`config.mk`:
```
export PLATFORM = sky130hd
export DESIGN_NAME = kuznechik_round_ctrl
export DESIGN_NICKNAME = d
export VERILOG_FILES = /design/src/rtl/kuznechik_round_ctrl.sv
export SDC_FILE = /design/constraint.sdc
export NUM_CORES = 1
export LEC_CHECK = 0
export CAP_MARGIN = 20
export CELL_PAD_IN_SITES_DETAIL_PLACEMENT = 1
export CELL_PAD_IN_SITES_GLOBAL_PLACEMENT = 1
export CORE_AREA = 2 2 355 357
export DETAILED_ROUTE_END_ITERATION = 10
export DIE_AREA = 0 0 357 359
export DONT_BUFFER_PORTS = 1
export HOLD_SLACK_MARGIN = 0.15
export MAX_ROUTING_LAYER = met4
export PLACE_DENSITY_LB_ADDON = 0.3
export SLEW_MARGIN = 20
export SYNTH_ARGS = -nofsm -noshare
export SYNTH_HDL_FRONTEND = slang
export SYNTH_SLANG_ARGS = --single-unit
```
`constraint.sdc`:
```
create_clock -name clk -period 3.8 [get_ports clk]
set_clock_uncertainty 0.05 [all_clocks]
set_input_delay 1.14 -clock clk [delete_from_list [all_inputs] [get_ports clk]]
set_output_delay 1.14 -clock clk [all_outputs]
set_load 0.02 [all_outputs]
```
`src/rtl/kuznechik_round_ctrl.sv`:
```
// rtl/kuznechik_round_ctrl.sv - Kuznechik round sequencer around external S, L and key units
// Walks nine LSX rounds and the final key XOR, with a watchdog guarding the shared L unit.
module kuznechik_round_ctrl #(
  parameter int WDOG_MAX = 63
) (
  input  logic         clk,
  input  logic         rst,
  input  logic         start,
  input  logic [127:0] plaintext,
  input  logic [127:0] round_key,
  output logic [3:0]   key_idx,
  output logic [127:0] s_in,
  input  logic [127:0] s_out,
  output logic         l_enable,
  output logic [127:0] l_input_word,
  input  logic [127:0] l_output_word,
  input  logic         l_finish,
  output logic         busy,
  output logic         done,
  output logic [127:0] ciphertext,
  output logic         error
);

  typedef enum logic [2:0] {
    IDLE = 3'd0,
    XS   = 3'd1,
    LRUN = 3'd2,
    LGAP = 3'd3,
    FIN  = 3'd4,
    ERR  = 3'd5
  } state_t;

  localparam logic [5:0] WDOG_LAST = 6'(WDOG_MAX - 1);
  localparam logic [3:0] LAST_RND  = 4'd9;

  state_t       state_q, state_d;
  logic [3:0]   rnd_q, rnd_d;
  logic [127:0] data_q, data_d;
  logic [127:0] ct_q, ct_d;
  logic [5:0]   wdog_q, wdog_d;
  logic         done_q, done_d;

  always_ff @(posedge clk) begin
    if (rst) begin
      state_q <= IDLE;
      rnd_q   <= 4'd1;
      data_q  <= '0;
      ct_q    <= '0;
      wdog_q  <= '0;
      done_q  <= 1'b0;
    end else begin
      state_q <= state_d;
      rnd_q   <= rnd_d;
      data_q  <= data_d;
      ct_q    <= ct_d;
      wdog_q  <= wdog_d;
      done_q  <= done_d;
    end
  end

  always_comb begin
    state_d  = state_q;
    rnd_d    = rnd_q;
    data_d   = data_q;
    ct_d     = ct_q;
    wdog_d   = wdog_q;
    done_d   = 1'b0;
    key_idx  = 4'd0;
    l_enable = 1'b0;
    busy     = 1'b1;
    case (state_q)
      IDLE: begin
        busy = 1'b0;
        if (start) begin
          data_d  = plaintext;
          rnd_d   = 4'd1;
          state_d = XS;
        end
      end
      XS: begin
        key_idx = rnd_q - 4'd1;
        data_d  = s_out;
        wdog_d  = '0;
        state_d = LRUN;
      end
      LRUN: begin
        key_idx  = rnd_q - 4'd1;
        l_enable = 1'b1;
        // A finish in the last allowed cycle still wins over the timeout.
        if (l_finish) begin
          data_d  = l_output_word;
          state_d = LGAP;
        end else begin
          wdog_d = wdog_q + 6'd1;
          if (wdog_q == WDOG_LAST) begin
            state_d = ERR;
          end
        end
      end
      LGAP: begin
        key_idx = rnd_q - 4'd1;
        if (rnd_q == LAST_RND) begin
          state_d = FIN;
        end else begin
          rnd_d   = rnd_q + 4'd1;
          state_d = XS;
        end
      end
      FIN: begin
        key_idx = 4'd9;
        ct_d    = data_q ^ round_key;
        done_d  = 1'b1;
        state_d = IDLE;
      end
      ERR: begin
        busy = 1'b0;
      end
      default: begin
        state_d = IDLE;
      end
    endcase
  end

  assign s_in         = data_q ^ round_key;
  assign l_input_word = data_q;
  assign ciphertext   = ct_q;
  assign done         = done_q;
  assign error        = (state_q == ERR);

endmodule

```
==> results.md, run 1 <==
- The flow ran to the end, and the final reports show no timing, DRC or antenna violations.
- The final routed wirelength across all metal layers is 66,600 um.
- The die area is between 100,000 and 150,000 sq um.
- The floorplan step set the die height to roughly 360 um.
- The H-tree was split into 2 levels.
- The average wire per standard cell is ~21 um.
- The ratio of cells with drive above 1 in the final layout is slightly above 7%.
- The number of maximum-capacitance violations is 0.
- Setup repair after global routing left no endpoint under its margin.
- The core region is roughly 120,000 sq um.
- The completed layout was analyzed and its total power is ~11 mW.
- In this run, synthesis produced a sequential element count of 270.
- Of all flip-flops after synthesis, the portion carrying an async set or reset was 0%.
- The biggest area consumer among synthesized cells is dfxtp_1.
- Setup violations remaining at the end of the flow were counted as 0.
- The routed layout has approximately 12,000 vias.
- The synthesized netlist devotes about a tenth of its cell area to compound gates.
- Once detailed placement completed, the half-perimeter wirelength came to slightly above 50,000 um.
- The number of different library cells used by synthesis comes to 50.
- Using the TritonRoute via totals, the vias-per-cell ratio works out to 3.75.
- Together, buffers and inverters on the worst path number 1.
- The number of placed I/O pins is 908.
- Clock-pin slew was measured on the worst setup and hold paths at 50 ps.
- Yosys printed 0 warnings.
- The total track usage is 10.0%.
- The top-area cell type share of the netlist area is a little under two fifths.
- The mean cell area of the mapped netlist is ~9.5 sq um.
- After synthesis, the most frequently instantiated cells are 385 x mux2i_1, 270 x dfxtp_1, 259 x nand2_1.
- Sequential cells were found to cover 37.6% of the synthesized design area.
- The number of antenna violations at the first check in global routing is 7.
- Summing every instance area after synthesis gives 14,400 sq um.
- The net count of the finished layout is ~2,000.
- The number of enable-type register cells in the synthesized netlist is 0.
- For the worst setup path, the data arrival time is between 1500 and 2000 ps.
- No sink is reached through more buffers than the 3 on the longest clock path.
- The clock latency reported for the late side of the worst-skew pair is ~560 ps.
- The transition time of the tightest slew-check pin is around 1100 ps.
- The post-detailed-route DRC marker count is 0.
- Of the total synthesized cell area, the portion taken by XOR and XNOR cells is 7.98%.
- The final weighted congestion in routability-driven placement is ~0.94.
- The final number of max-transition violations is 0.
- The clock tree from TritonCTS is done.
- The initial utilization of the core area, before any placement, comes to between 10% and 20%.
- The number of detailed-route iterations in the first pass is 5.
- The worst vdd rail ir drop is roughly 0.29 mV.
- After clock tree synthesis, the repair step resized 0 gates.
- The worst slew margin relative to its limit is roughly 28%.
- Among all cell types in the netlist, the one instantiated most often is mux2i_1.
- Walking the worst path, the cells encountered are nor2_1 > or2_2 > o21ai_1 > buf_4.
- The total negative slack is 0 ps.
- The first routing iteration left between 400 and 500 violations.
- The net count of the mapped netlist is 2,037.
- Power spread over the standard cell area amounts to approximately 640 nW/um^2.
- The floorplan row count is 130.
- The via count of the first global-routing pass is 12,500.
- Once placement completed, the tool counted placed cells totaling roughly 3,000.
- After Yosys synthesis, full adders, half adders and majority gates account for less than 1% of the synthesized area.
- The largest family of logic cells by synthesized area is multiplexers.
- The non-filler instance count after layout is approximately 3,200.
- The chip width is ~360 um.
- The number of input and output port buffers inserted is 0.
- The clock buffer count from CTS is 37.
- CTS saw 270 sinks.
- In the post-synthesis netlist, the biggest area contributors are dfxtp_1 38%, mux2i_1 27%, a32o_1 8.9%.
- The worst stage delay on the critical path is around 500 ps.
- The placed cell area is approximately 16,000 sq um.
- The sum of overflow across all layers after global routing is 0.
- The required time reported for the critical path endpoint is ~2600 ps.
- The final standard cell area without fillers is 17,500 sq um.
- In this run the critical register-to-register path is launched from state_q[0].
- The worst path needs around 3100 ps of the cycle, external delays included.
- The primary flip-flop cell chosen by synthesis mapping is dfxtp_1.
- The largest fanout of any net on the critical path is 19.
- The worst setup path is launched from a flop.
- The cell family contributing the most delay on the critical path is flip-flops.
- The mux cell area share after synthesis is between 20% and 30%.
- The worst hold path begins at wdog_q[4].
- The kind of end point of the critical path is an output pin.
- The leakage power total is 6.12 nW.
- The root buffer cell chosen for the clock tree is clkbuf_16.
- Entering global routing, the biggest net connects 141 pins.
- The area share of and/or/nand/nor cells after synthesis is 12.2%.
- The post-route core utilization is roughly 14%.
- Compared with the post-synthesis result, the final layout area differs by 21.9%.
- In this run the remaining antenna-violating nets after routing total 0.
- For this run, the top clock speed supported by timing is ~320 MHz.
- For this design, the slowest cell found on the critical path is dfxtp_4.
- The number of hold buffers added after CTS was 0.
- After technology mapping, the gate count stands at around 1,500.
- The share of the clock period used by the worst path after layout is 82.2%.
- After clock tree synthesis, the setup repair step added 0 buffers.
- The class of the tightest hold or removal check is reg2reg.
- The first global-routing pass estimated roughly 90,000 um of wire.
- The source of the critical timing path is state_q[1].
- The final hold violation count is 0.
- The layout has roughly 15,000 filler cells.
- The kind of critical path is reg2out.
worst register-to-register path, delay by kind of cell (launching register included):
kind | cells | cell delay (ps)
flip-flops | 1 | 500
AO/OA/AOI/OAI | 1 | 290
buffers and inverters | 2 | 870
multiplexers | 1 | 690
AND/OR/NAND/NOR | 1 | 90
report_power, final:
part,internal (mW),total [mW],switching (mW)
Sequential,3.20,4.26,1.05
Clock,2.23,3.62,1.39
Combinational,1.10,3.25,2.16
area by class of cell:
| cell class | count | area, sq um | area share [%] |
|---|---|---|---|
| flip-flops and latches | 270 | 5410 | 30.9 |
| well taps | 1650 | 2060 | 11.8 |
| clock inverters | 8 | 119 | 0.678 |
| diodes | 8 | 20.0 | 0.114 |
| inverters | 7 | 31.3 | 0.178 |
| multi-input cells | 1117 | 8370 | 47.8 |
| repair buffers | 38 | 385 | 2.20 |
| clock buffers | 57 | 1120 | 6.41 |
cells by family after synthesis:
logic type	after synthesis
adders and majority gates	5
buffers and inverters	129
muxes	385
and+or+nand+nor	434
xor gates and xnor gates	131
AOI/OAI and AO/OA	162
DFF	270
layout by cell type, fill, tap and decap left out, types with 4 or more instances in the layout:
cell type  netlist  layout
mux2i_1        385     385
o21ai_0          6       4
ha_1             5       5
inv_1            7       6
clkbuf_16        0      39
nand2_1        259     259
dfxtp_1        270     268
buf_4           12      30
nand2b_1         4       4
clkinv_2         0       4
clkbuf_8         0       8
a31oi_1          4       4
a32o_1         128     128
clkbuf_1        40      10
diode_2          0       8
xor2_1         129     128
buf_12           0       8
nor2b_1          4       4
nor2_1         137     137
nand3_1          6       6
a21oi_1          7       7
state kept, by name, summed over array words and instances (netlist names):
| signal | flops |
|---|---|
| wdog_q | 6 |
| done | 1 |
| state_q | 3 |
| l_input_word | 128 |
| ciphertext | 128 |
| rnd_q | 4 |
path summary, 6_finish.rpt:
kind,endpoint,slack (ps),cells past startpoint
max reg2reg,l_input_word[27],1210,5
max,key_idx[3],680,4
min reg2reg,wdog_q[4],440,1
min,wdog_q[4],440,1
metal layers:
layer | GRT usage, % | routed length [um] | vias to the layer above
li1 | - | - | 5284
met1 | 11.2 | 26300 | 5946
met2 | 16.8 | 32900 | 523
met3 | 2.90 | 5050 | 94
met4 | 3.81 | 2320 | 0
met5 | - | 0 | -
metrics by stage:
stage / setup slack (ps) / hold WS [ps]
final: 678 / 441
after detailed placement: 777 / 437
after global routing: 504 / 480
after floorplan: 902 / 393
after global placement: 797 / 406
after CTS: 566 / 444
(Power assumes the default switching activity.)
==> run 2, diff against run 1 <==
==> constraint.sdc (replaced) <==
create_clock -name clk -period 2.6 [get_ports clk]
set_clock_uncertainty 0.05 [all_clocks]
set_input_delay 0.78 -clock clk [delete_from_list [all_inputs] [get_ports clk]]
set_output_delay 0.78 -clock clk [all_outputs]
set_load 0.02 [all_outputs]
==> results.md, run 2 (synthesized netlist as in run 1, its figures left out) <==
- The flow ran to the end, and the final reports show no timing, DRC or antenna violations.
- The ratio of cells with drive above 1 in the final layout is 14.1% (+6.9 points).
- The final standard cell area without fillers is 18,400 sq um (+4.8%).
- The maximum frequency from static timing analysis is around 390 MHz.
- The leakage power total is 6.56 nW (+7.2%).
- The clock latency reported for the late side of the worst-skew pair is 580 ps (+20 ps).
- The minimum clock period is 2580 ps.
- The largest fanout of any net on the critical path came to 4 (-15).
- The total negative slack is 0 ps (unchanged).
- The worst slew margin relative to its limit is 27.5% (-0.44 points).
- The depth of the CTS H-tree is 2 (unchanged).
- Leaving out fill and tap cells, the most frequent cells in the layout are 385 x mux2i_1, 259 x dfxtp_1, 257 x nand2_1, 135 x nor2_1, 128 x a32o_1.
- The overall die height is 359 um (unchanged).
- The final routed wirelength across all metal layers is 69,000 um (+3.7%).
- TritonCTS built the clock tree.
- The number of DRC markers after the initial detailed-route iteration is 505 (+20%).
- The sum of overflow across all layers after global routing is 0 (unchanged).
- The number of input and output port buffers inserted is 0 (unchanged).
- The power per unit of standard cell area is 904 nW/um^2 (+42%).
- The via total after detailed routing is 12,100 (+2.0%).
- The number of detailed-route iterations in the first pass is 5 (unchanged).
- The area growth from synthesis to layout is 27.8%.
- The total core area was 125,000 sq um (unchanged).
- The worst setup path is of the reg2out kind.
- The worst vdd rail ir drop is 0.438 mV (+52%).
- Setup repair after global routing could not meet its margin everywhere.
- The initial cell density of the core was 11.5% (unchanged).
- The number of nets at the end of the flow is 2,076 (+4.2%).
- The final weighted congestion in routability-driven placement is 0.924 (-2.2%).
- The total track usage came to 10.5% (+0.46 points).
- The worst setup path is captured at an output pin.
- The chip width was 357 um (unchanged).
- The number of nets with antenna violations after routing is 0 (unchanged).
- The die area was 128,000 sq um (unchanged).
- The worst path arrival time is 1750 ps (-180 ps).
- The average wire per standard cell was 21.3 um (+1.1%).
- The share of the clock period used by the worst path after layout is 99.4%.
- The pin count of the biggest net entering global routing was 141 (unchanged).
- The HPWL reported at the end of detailed placement is 54,400 um (+6.4%).
- The via count of the first global-routing pass is 13,100 (+4.7%).
- The required time reported for the critical path endpoint came to 1770 ps (-840 ps).
- The number of antenna violations at the first check in global routing is 4 (-3).
- The clock transition time at the flip-flop clock pins of the worst setup and hold paths is 60 ps (about the same).
- The category of the worst setup path launch point is a flop.
- The post-detailed-route DRC marker count came to 0 (unchanged).
- The class of the tightest hold or removal check is in2reg.
- The placed cell area was 17,000 sq um (+4.3%).
- The number of maximum-capacitance violations came to 0 (unchanged).
- The transition time of the tightest slew-check pin was 1090 ps (+6.64 ps).
- The clock tree buffer depth is 3 (unchanged).
- The wire length of the first global-routing pass is 95,600 um (+5.1%).
- The count of final setup violators is 0 (unchanged).
- The most common cell after layout, fill and taps aside is mux2i_1.
- The final number of max-transition violations was 0 (unchanged).
- The number of placed I/O pins came to 908 (unchanged).
- The mean number of vias per cell was 3.73 (-0.58%).
- The clock buffer count from CTS is 37 (unchanged).
- The final hold violation count is 0 (unchanged).
- The floorplan row count is 130 (unchanged).
- The number of clock sinks seen by CTS is 270 (unchanged).
- The hold-fix buffer count after cts was 0 (unchanged).
- In this run the clock root is driven by a clkbuf_16.
==> run 2: stage by stage <==
step | setup WS (ps) | util [%] | hold WS, ps | std cells | power, mW
finish | 15.3 | 14.8 | 232 | 3237 | 16.6
global route | -148 | 14.7 | 177 | 3236 | 17.5
CTS | -120 | 14.7 | 165 | 3231 | 17.0
detailed placement | 14.7 | 13.6 | 422 | 3159 | 11.7
global placement | -8.67 | 13.6 | 408 | 3159 | 11.7
floorplan | 61.5 | - | 393 | 1516 | 9.47
==> run 2: per-layer routing <==
metal / vias to the layer above / routed length, um / track usage (%)
li1: 5446 / - / -
met1: 6044 / 27900 / 11.8
met2: 521 / 34300 / 17.8
met3: 74 / 4750 / 2.73
met4: 0 / 2090 / 3.66
met5: - / 0 / -
==> run 2: worst max-delay path: stages, from the launching register on <==
cell	delay (ps)
dfxtp_4	370
nor2_4	40
or2_4	270
o21ai_4	250
buf_6	140
buf_12	100
==> run 2: area by class of cell <==
type	count	area, sq um
diodes	5	12.5
clock buffers	57	1090
clock inverters	9	60.1
fillers	14700	106000
inverters	7	33.8
multi-input cells	1117	8530
flip-flops and latches	270	5430
well taps	1650	2060
repair buffers	122	1150
==> run 2: final timing paths <==
check	slack, ps	cells after the start	from	to
max	20	5	state_q[0]	key_idx[3]
min	230	1	rst	ciphertext[73]
max reg2reg	330	5	state_q[0]	l_input_word[5]
min reg2reg	450	1	wdog_q[4]	wdog_q[4]
==> run 2: timing repair <==
action                     CTS  global route
resized for setup           33            13
setup endpoints to repair   17             7
hold endpoints to repair     0             0
setup buffers                6             1
pin swaps                    4             2
cloned                       0             0
==> run 2: power by group <==
group | internal (mW) | total, mW | switching [mW]
Sequential | 4.69 | 6.08 | 1.39
Combinational | 2.02 | 5.55 | 3.53
Clock | 2.89 | 4.99 | 2.10
Total | 9.60 | 16.6 | 7.02
==> run 3, diff against run 2 <==
--- a/config.mk
+++ b/config.mk
@@ -5,7 +5,7 @@
 export SDC_FILE = /design/constraint.sdc
 export NUM_CORES = 1
 export LEC_CHECK = 0
-export CAP_MARGIN = 20
+export CAP_MARGIN = 10
 export CELL_PAD_IN_SITES_DETAIL_PLACEMENT = 1
 export CELL_PAD_IN_SITES_GLOBAL_PLACEMENT = 1
 export CORE_AREA = 2 2 355 357
==> results of run 3 <==
Final layout, timing and power as in run 2 (identical DEF).
